`src/rtl/fec_burst_ctrl.sv`:
```
// Burst sequencer ahead of the RS/CC encoders: slices the upstream bit stream into blocks,
// appends zero tail bits to terminate the trellis, and holds the burst config stable.
module fec_burst_ctrl #(
  parameter int TAIL_BITS = 8,
  parameter int LEN_W     = 12,
  parameter int NBLK_W    = 8
) (
  input  logic              clk,
  input  logic              reset,
  input  logic              start,
  input  logic [LEN_W-1:0]  cfg_blk_bits,
  input  logic [NBLK_W-1:0] cfg_n_blocks,
  input  logic              cfg_enable_rs,
  input  logic [1:0]        cfg_cc_rate,
  input  logic              in_bits,
  input  logic              in_valid,
  output logic              in_ready,
  output logic              enc_bit,
  output logic              enc_valid,
  input  logic              enc_ready,
  output logic              enc_sob,
  output logic              enc_eob,
  output logic              rs_enable,
  output logic [1:0]        cc_rate,
  output logic              busy,
  output logic              done,
  output logic              cfg_err
);

  typedef enum logic [1:0] {
    IDLE = 2'd0,
    DATA = 2'd1,
    TAIL = 2'd2,
    DONE = 2'd3
  } state_t;

  localparam logic [LEN_W-1:0] TAIL_LEN = LEN_W'(TAIL_BITS);

  state_t              state_q, state_d;
  logic [LEN_W-1:0]    bit_cnt_q, bit_cnt_d;
  logic [NBLK_W-1:0]   blk_cnt_q, blk_cnt_d;
  logic [LEN_W-1:0]    blk_bits_q, blk_bits_d;
  logic [NBLK_W-1:0]   n_blocks_q, n_blocks_d;
  logic                rs_en_q, rs_en_d;
  logic [1:0]          rate_q, rate_d;
  logic                cfg_err_q, cfg_err_d;

  logic [LEN_W-1:0]    data_last;
  logic [LEN_W-1:0]    blk_last;
  logic [NBLK_W-1:0]   nblk_last;

  // Compare against the last index rather than count+1 so maximum sizes never wrap.
  assign data_last = blk_bits_q - TAIL_LEN - LEN_W'(1);
  assign blk_last  = blk_bits_q - LEN_W'(1);
  assign nblk_last = n_blocks_q - NBLK_W'(1);

  always_ff @(posedge clk or posedge reset) begin
    if (reset) begin
      state_q    <= IDLE;
      bit_cnt_q  <= '0;
      blk_cnt_q  <= '0;
      blk_bits_q <= '0;
      n_blocks_q <= '0;
      rs_en_q    <= 1'b0;
      rate_q     <= 2'd0;
      cfg_err_q  <= 1'b0;
    end else begin
      state_q    <= state_d;
      bit_cnt_q  <= bit_cnt_d;
      blk_cnt_q  <= blk_cnt_d;
      blk_bits_q <= blk_bits_d;
      n_blocks_q <= n_blocks_d;
      rs_en_q    <= rs_en_d;
      rate_q     <= rate_d;
      cfg_err_q  <= cfg_err_d;
    end
  end

  always_comb begin
    state_d    = state_q;
    bit_cnt_d  = bit_cnt_q;
    blk_cnt_d  = blk_cnt_q;
    blk_bits_d = blk_bits_q;
    n_blocks_d = n_blocks_q;
    rs_en_d    = rs_en_q;
    rate_d     = rate_q;
    cfg_err_d  = 1'b0;
    in_ready   = 1'b0;
    enc_valid  = 1'b0;
    enc_bit    = 1'b0;
    enc_eob    = 1'b0;
    busy       = 1'b0;
    done       = 1'b0;

    case (state_q)
      IDLE: begin
        if (start) begin
          if ((cfg_blk_bits <= TAIL_LEN) || (cfg_n_blocks == '0)) begin
            cfg_err_d = 1'b1;
          end else begin
            blk_bits_d = cfg_blk_bits;
            n_blocks_d = cfg_n_blocks;
            rs_en_d    = cfg_enable_rs;
            rate_d     = cfg_cc_rate;
            bit_cnt_d  = '0;
            blk_cnt_d  = '0;
            state_d    = DATA;
          end
        end
      end

      DATA: begin
        busy      = 1'b1;
        in_ready  = enc_ready;
        enc_valid = in_valid;
        enc_bit   = in_bits;
        if (in_valid && enc_ready) begin
          bit_cnt_d = bit_cnt_q + LEN_W'(1);
          if (bit_cnt_q == data_last) begin
            state_d = TAIL;
          end
        end
      end

      TAIL: begin
        busy      = 1'b1;
        enc_valid = 1'b1;
        enc_eob   = (bit_cnt_q == blk_last);
        if (enc_ready) begin
          if (bit_cnt_q == blk_last) begin
            bit_cnt_d = '0;
            blk_cnt_d = blk_cnt_q + NBLK_W'(1);
            state_d   = (blk_cnt_q == nblk_last) ? DONE : DATA;
          end else begin
            bit_cnt_d = bit_cnt_q + LEN_W'(1);
          end
        end
      end

      DONE: begin
        done      = 1'b1;
        bit_cnt_d = '0;
        blk_cnt_d = '0;
        state_d   = IDLE;
      end

      default: begin
        state_d = IDLE;
      end
    endcase
  end

  // Tail positions always have bit_cnt > 0, so this can only fire on a data bit.
  assign enc_sob   = enc_valid && (bit_cnt_q == '0);
  assign rs_enable = rs_en_q;
  assign cc_rate   = rate_q;
  assign cfg_err   = cfg_err_q;

endmodule

```
`config.mk`:
```
export PLATFORM = sky130hd
export DESIGN_NAME = fec_burst_ctrl
export DESIGN_NICKNAME = d
export VERILOG_FILES = /design/src/rtl/fec_burst_ctrl.sv
export SDC_FILE = /design/constraint.sdc
export NUM_CORES = 1
export LEC_CHECK = 0
export ABC_CLOCK_PERIOD_IN_PS = 4000
export BUFFER_PORTS_ARGS = -buffer_cell sky130_fd_sc_hd__clkbuf_2
export CORE_MARGIN = 3
export CORE_UTILIZATION = 30
export CTS_CLUSTER_SIZE = 10
export DETAILED_ROUTE_END_ITERATION = 10
export HOLD_SLACK_MARGIN = 0.12
export PLACE_DENSITY = 0.57
export SLEW_MARGIN = 20
export SYNTH_ARGS = -nofsm -noshare
export SYNTH_HDL_FRONTEND = slang
export SYNTH_SLANG_ARGS = --single-unit
```
`constraint.sdc`:
```
create_clock -name clk -period 4 [get_ports clk]
set_input_delay 0.2 -clock clk [delete_from_list [all_inputs] [get_ports clk]]
set_output_delay 0.2 -clock clk [all_outputs]
set_load 0.03 [all_outputs]
```
==> impl_metrics.yaml, run 1 <==
logic_synthesis:
  ys_seq_area_share_pct: 37.13
  synth_area_per_cell_um2: 9.482
  synth_ff_type: "dfrtp_1"
  synth_warnings: 0
  ys_async_sr_fraction_pct: 100.0
  synth_area_um2: 3100
  synth-seq-cells: 46
  syn-num-nets: 366
  synthDistinctLibCells: 54
  synth-edff-count: 0
  synthCells: 327
worst_hold_path:
  hold_path.class: "input pin to flip-flop"
  hold_path_depth: 2
cells_and_area:
  fin_nets: 403
  final_common_cell: "dfrtp_1"
  insertedDiodeCount: 0
  drive_gt1_share_pct: 23.01
  syn_to_final_growth_pct: 16.02
  layout_common_cells: "dfrtp_1 (46), clkbuf_2 (39), mux2_2 (24)"
placement:
  dp_hpwl_um: 5531
  portBuffers: 39
  routabilityCongestion: 0.8940
die:
  pin_count: 40
  die-area_um2: 11590
  start_util_pct: 31.29
  num_rows: 36
  core_area_um2: 9910
  dieWidth_um: 107.7
  die_h_um: 107.7
power:
  total_power_mw: 1.179
  leakage_nw: 1.628
  power_density_nw_per_um2: 327.6
  worst_ir_drop_vdd_uv: 186.8
run:
  cap_violations: 0
clock_network:
  clock_path_buffers: 2
  cts_tree: "yes"
  worstSkewPairLatency_ns: 0.31
  cts.sinks: 46
  cts-resized-gates: 0
  cts_buffers: 5
  root_buffer: "clkbuf_8"
  htree_num_levels: 2
  clkSlewWorstSetupHoldPaths_ns: 0.10
route:
  routedWlPerCell_um: 14.71
  antenna_left: 0
  firstDrtPassIters: 4
  vias_per_cell: 5.159
  drt_iter0_markers: 129
  postRouteWirelength_um: 7328
  vias: 2569
  drc: 0
timing:
  fin_crit_sh_pct: 79.95
  relSlewSlack_pct: 47.47
  slew_viol_final: 0
  setup_viol: 0
  finClkSkew_ns: 0.008692
  tns_ns: 0
  layout_min_cycle_time_ns: 3.198
  hold_violations: 0
  rsz0062_at_grt: "false"
  fmax_mhz: 312.7
  worst_pin_slew_ns: 0.7871
global_route:
  grtUsageTotal_pct: 13.43
  first_global_vias: 2575
  grt_pass1_wl_um: 12520
  grt_start_max_net_pins: 47
  grt-ovfl-total: 0
  antenna_found_initial: 0
critical_path:
  rr_startpoint: "blk_bits_q[4]$_DFFE_PP0P_"
  critPathMaxFanout: 12
  arrival_ns: 3.00
  start_kind: "flip-flop"
  crit_start: "blk_bits_q[4]$_DFFE_PP0P_"
  timing.reg2reg.setup_slack_ns: 0.85
  crit_required_ns: 3.80
  end_kind: "output pin"
  ff2ff_path_depth: 7
  r2r-end: "blk_cnt_q[7]$_DFFE_PP0P_"
  cp-endpoint: "enc_eob"
  path_class: "flip-flop to output pin"
run_status:
  outcome: "complete, no violations"
==> what timing repair did <==
item                                    4_1_cts  5_1_grt
setup buffers                                 0        0
endpoints found under the setup margin        0        0
endpoints found under the hold margin         2       47
hold buffers                                  2        2
==> metrics by stage <==
step,instances,hold slack (ns),area (µm²),util (%),setup slack [ns]
6_report,498,0.1327,3597,36.30,0.8019
5_1_grt,498,0.1281,3597,36.30,0.6749
4_1_cts,496,0.1205,3576,36.09,0.7887
3_5_place_dp,486,0.4373,3413,34.44,0.8759
3_3_place_gp,486,0.4319,3413,34.44,0.9983
2_1_floorplan,327,0.3309,3100,-,1.094
==> area by class of cell <==
class / count / area [µm²]
fill: 1041 / 6312
multi-input combinational: 250 / 1822
sequential: 46 / 1151
clock buffer: 6 / 82.58
timing repair buffer: 46 / 257.7
clock inverter: 2 / 60.06
tap: 133 / 166.4
inverter: 15 / 57.56
==> critical path, stage by stage, from the launching register on <==
cell and delay, ns:
dfrtp_1 0.53, or4_4 0.62, nor4b_1 0.43, xnor2_1 0.22, nand2_1 0.08, nor4b_1 0.51, clkbuf_2 0.30
==> state kept, by name, summed over array words and instances (netlist names) <==
name,count
n_blocks_q,8
blk_cnt_q,8
rs_enable,1
cfg_err,1
cc_rate,2
state_q,2
blk_bits_q,12
bit_cnt_q,12
==> synthesized netlist by cell type, types with 2 or more instances <==
cell type	number	share of area [%]
dfrtp_1	46	37
mux2_2	24	8.7
o21ai_0	20	3.2
nand2_1	18	2.2
nand3_1	18	2.9
xor2_1	16	4.5
inv_1	15	1.8
nor2_1	14	1.7
xnor2_1	14	4.0
a21oi_1	12	1.9
nor3_1	12	1.9
clkbuf_1	11	1.3
nor4_1	11	2.2
ha_1	10	4.0
a22o_1	6	1.7
o31ai_1	6	1.5
or3_1	6	1.2
nand4_1	5	1.0
nor2b_1	5	1.0
and2_1	4	0.81
a211oi_1	3	0.73
a31oi_1	3	0.61
buf_2	3	0.48
nand2b_1	3	0.61
nor4b_1	3	0.85
o22ai_1	3	0.61
o31a_1	3	0.85
or4_1	3	0.73
and3_1	2	0.40
nor3b_1	2	0.48
o211ai_1	2	0.48
or4_4	2	0.73
==> layer usage <==
metal | routed length (µm) | GRT usage (%) | vias to the layer above
met2 | 3376 | 20.96 | 51
met5 | 0 | 0 | -
met4 | 114 | 4.328 | 0
met3 | 253 | 2.280 | 8
met1 | 3583 | 18.88 | 1240
li1 | - | - | 1270
==> how the worst min path moves through the flow <==
stage | endpoint | from | slack, ns
detailed placement | rs_enable$_DFFE_PP0P_ | cfg_enable_rs | 0.44
CTS | cc_rate[1]$_DFFE_PP0P_ | cfg_cc_rate[1] | 0.12
finish | n_blocks_q[3]$_DFFE_PP0P_ | cfg_n_blocks[3] | 0.13
floorplan | cfg_err$_DFF_PP0_ | start | 0.33
global placement | cc_rate[1]$_DFFE_PP0P_ | cfg_cc_rate[1] | 0.43
global route | n_blocks_q[7]$_DFFE_PP0P_ | cfg_n_blocks[7] | 0.13
==> power by group <==
part | internal [mW] | total (mW) | switching [mW] | leakage [nW]
combinational | 0.0883 | 0.189 | 0.101 | 0.950
clock | 0.267 | 0.441 | 0.175 | 0.0714
sequential | 0.493 | 0.548 | 0.0559 | 0.607
total | 0.847 | 1.18 | 0.331 | 1.63
==> cells by family (layout without fill, tap and decap cells) <==
group           Yosys count  in the layout  synth area share [%]
fa+ha+maj                10             10                 4.036
xor+xnor                 31             31                 9.201
mux                      26             26                 9.403
flops                    46             46                 37.13
simple gates            115            115                 21.19
buf+inv                  31             69                 4.116
compound gates           68             68                 14.93
Power figures use the tool's default switching activity.
==> run 2: changes to the inputs <==
- ABC_CLOCK_PERIOD_IN_PS: 4000 -> 2600
- PLACE_DENSITY: 0.57 -> 0.59
- clock period: 4 -> 2.6 ns (I/O delays scaled with it)
==> run 2 against run 1 <==
Effect of this change: the flow now finishes with violations (setup timing); register-to-register slack got worse by 1.0 ns; via count increased by 14%; clock skew decreased by 0.0020 ns.
==> impl_metrics.yaml, run 2 (synthesized netlist as in run 1, its figures left out) <==
die:
  core_area_um2: 9910
  pin_count: 40
  start_util_pct: 31.29
  die_h_um: 107.7
  num_rows: 36
  die-area_um2: 11590
  dieWidth_um: 107.7
clock_network:
  root_buffer: "clkbuf_8"
  cts_buffers: 5
  worstSkewPairLatency_ns: 0.30
  cts.sinks: 46
  htree_num_levels: 2
  clock_path_buffers: 2
  cts_tree: "yes"
  clkSlewWorstSetupHoldPaths_ns: 0.09
critical_path:
  max_stage_delay_ns: 0.56
  crit_required_ns: 2.84
  worst-path-buf-inv: 1
  crit_top_cell: "o31a_1"
  critPathMaxFanout: 5
  path_class: "flip-flop to flip-flop"
  start_kind: "flip-flop"
  cpLargestDelayFamily: "simple AND/OR/NAND/NOR gates"
  end_kind: "flip-flop"
  path_cells: "or4_4 -> o31a_1 -> nor4b_4 -> nand4_1 -> o31a_1 -> buf_6 -> or3_4 -> a21oi_2"
  arrival_ns: 3.01
  critPathSlowestCell: "or4_4"
global_route:
  first_global_vias: 2968
  grtUsageTotal_pct: 15.42
  grt_start_max_net_pins: 29
  grt-ovfl-total: 0
  antenna_found_initial: 0
  grt_pass1_wl_um: 14500
cells_and_area:
  insertedDiodeCount: 0
  syn_to_final_growth_pct: 39.75
  final_common_cell: "buf_4"
  fin_util_pct: 43.72
  drive_gt1_share_pct: 36.47
  nFillCells: 967
  reg_top3: "bit_cnt_q: 12 flops, blk_bits_q: 12 flops"
  layout_common_cells: "buf_4 (48), dfrtp_1 (46), clkbuf_2 (38)"
  fin_nets: 474
timing:
  fin_ws_ns: -0.1679
  hold_violations: 0
  fin_crit_sh_pct: 106.5
  layout_min_cycle_time_ns: 2.768
  relSlewSlack_pct: 57.76
  rsz0062_at_grt: "true"
  fmax_mhz: 361.3
  slew_viol_final: 0
  finClkSkew_ns: 0.006701
  setup_viol: 15
  worst_pin_slew_ns: 0.6287
route:
  drc: 0
  firstDrtPassIters: 4
  postRouteWirelength_um: 8474
  drt_iter0_markers: 254
  routedWlPerCell_um: 14.89
  vias_per_cell: 5.162
  antenna_left: 0
  vias: 2937
run_status:
  violations: "setup timing"
  outcome: "finished with violations"
power:
  worst_ir_drop_vdd_uv: 240.1
  power_density_nw_per_um2: 408.9
  leakage_nw: 2.049
placement:
  portBuffers: 39
  dp_hpwl_um: 6398
  routabilityCongestion: 0.9113
  place_ws_ns: -0.1846
run:
  cap_violations: 0
worst_hold_path:
  hold_path.class: "input pin to async pin"
==> run 2: worst paths after layout <==
| check | slack (ns) | cells past startpoint | startpoint | end |
|---|---|---|---|---|
| max in group asynchronous | 1.47 | 4 | reset | bit_cnt_q[10]$_DFFE_PP0P_ |
| worst max register to register | -0.17 | 8 | blk_bits_q[3]$_DFFE_PP0P_ | blk_cnt_q[5]$_DFFE_PP0P_ |
| worst min register to register | 0.53 | 1 | cc_rate[1]$_DFFE_PP0P_ | cc_rate[1]$_DFFE_PP0P_ |
| min in group clk | 0.53 | 1 | cc_rate[1]$_DFFE_PP0P_ | cc_rate[1]$_DFFE_PP0P_ |
| worst max-delay path | -0.17 | 8 | blk_bits_q[3]$_DFFE_PP0P_ | blk_cnt_q[5]$_DFFE_PP0P_ |
| worst min-delay path | 0.42 | 3 | reset | cc_rate[0]$_DFFE_PP0P_ |
==> run 2: final cells by class <==
type | count | area, µm² | area share [%]
multi-input combinational | 250 | 1978 | 45.65
sequential | 46 | 1151 | 26.57
timing repair buffer | 117 | 870.8 | 20.10
tap | 133 | 166.4 | 3.841
clock buffer | 6 | 72.57 | 1.675
inverter | 15 | 56.30 | 1.299
clock inverter | 2 | 37.54 | 0.8663
==> run 2: timing repair <==
action | 4_1_cts | 5_1_grt
setup endpoints to repair | 17 | 22
hold buffers | 25 | 0
buffers inserted | 2 | 7
gates resized for setup | 19 | 25
pin swaps | 7 | 20
endpoints found under the hold margin | 51 | 0
==> run 2: worst register-to-register path: cells and delay by family, from the launching register on <==
| kind | cells | cell delay [ns] |
|---|---|---|
| simple gates | 4 | 1.35 |
| buf+inv | 1 | 0.16 |
| compound gates | 3 | 0.80 |
| flops | 1 | 0.40 |
==> run 2: per-stage QoR <==
stage	instance area (µm²)	std cells	setup TNS, ns	power (mW)	hold WS, ns
6_report	4333	569	-1.093	1.772	0.4243
5_1_grt	4333	569	-3.561	1.864	0.4803
4_1_cts	4198	562	-0.8585	1.772	0.4932
3_5_place_dp	3741	527	-1.143	1.196	0.2773
3_3_place_gp	3741	527	-0.1550	1.191	0.2658
2_1_floorplan	3120	327	-0.1320	1.054	0.2609
==> run 2: where the power goes <==
group	switching (mW)	internal, mW
Sequential	0.0754	0.758
Clock	0.259	0.287
Combinational	0.198	0.194
Total	0.533	1.24
==> run 2: routing by layer <==
layer / global-route usage (%) / vias to the layer above / share of wire, %
met4: 3.968 / 0 / 1.5
li1: - / 1419 / -
met1: 21.93 / 1424 / 48
met5: 0 / - / 0
met2: 24.38 / 84 / 47
met3: 2.460 / 10 / 4.0
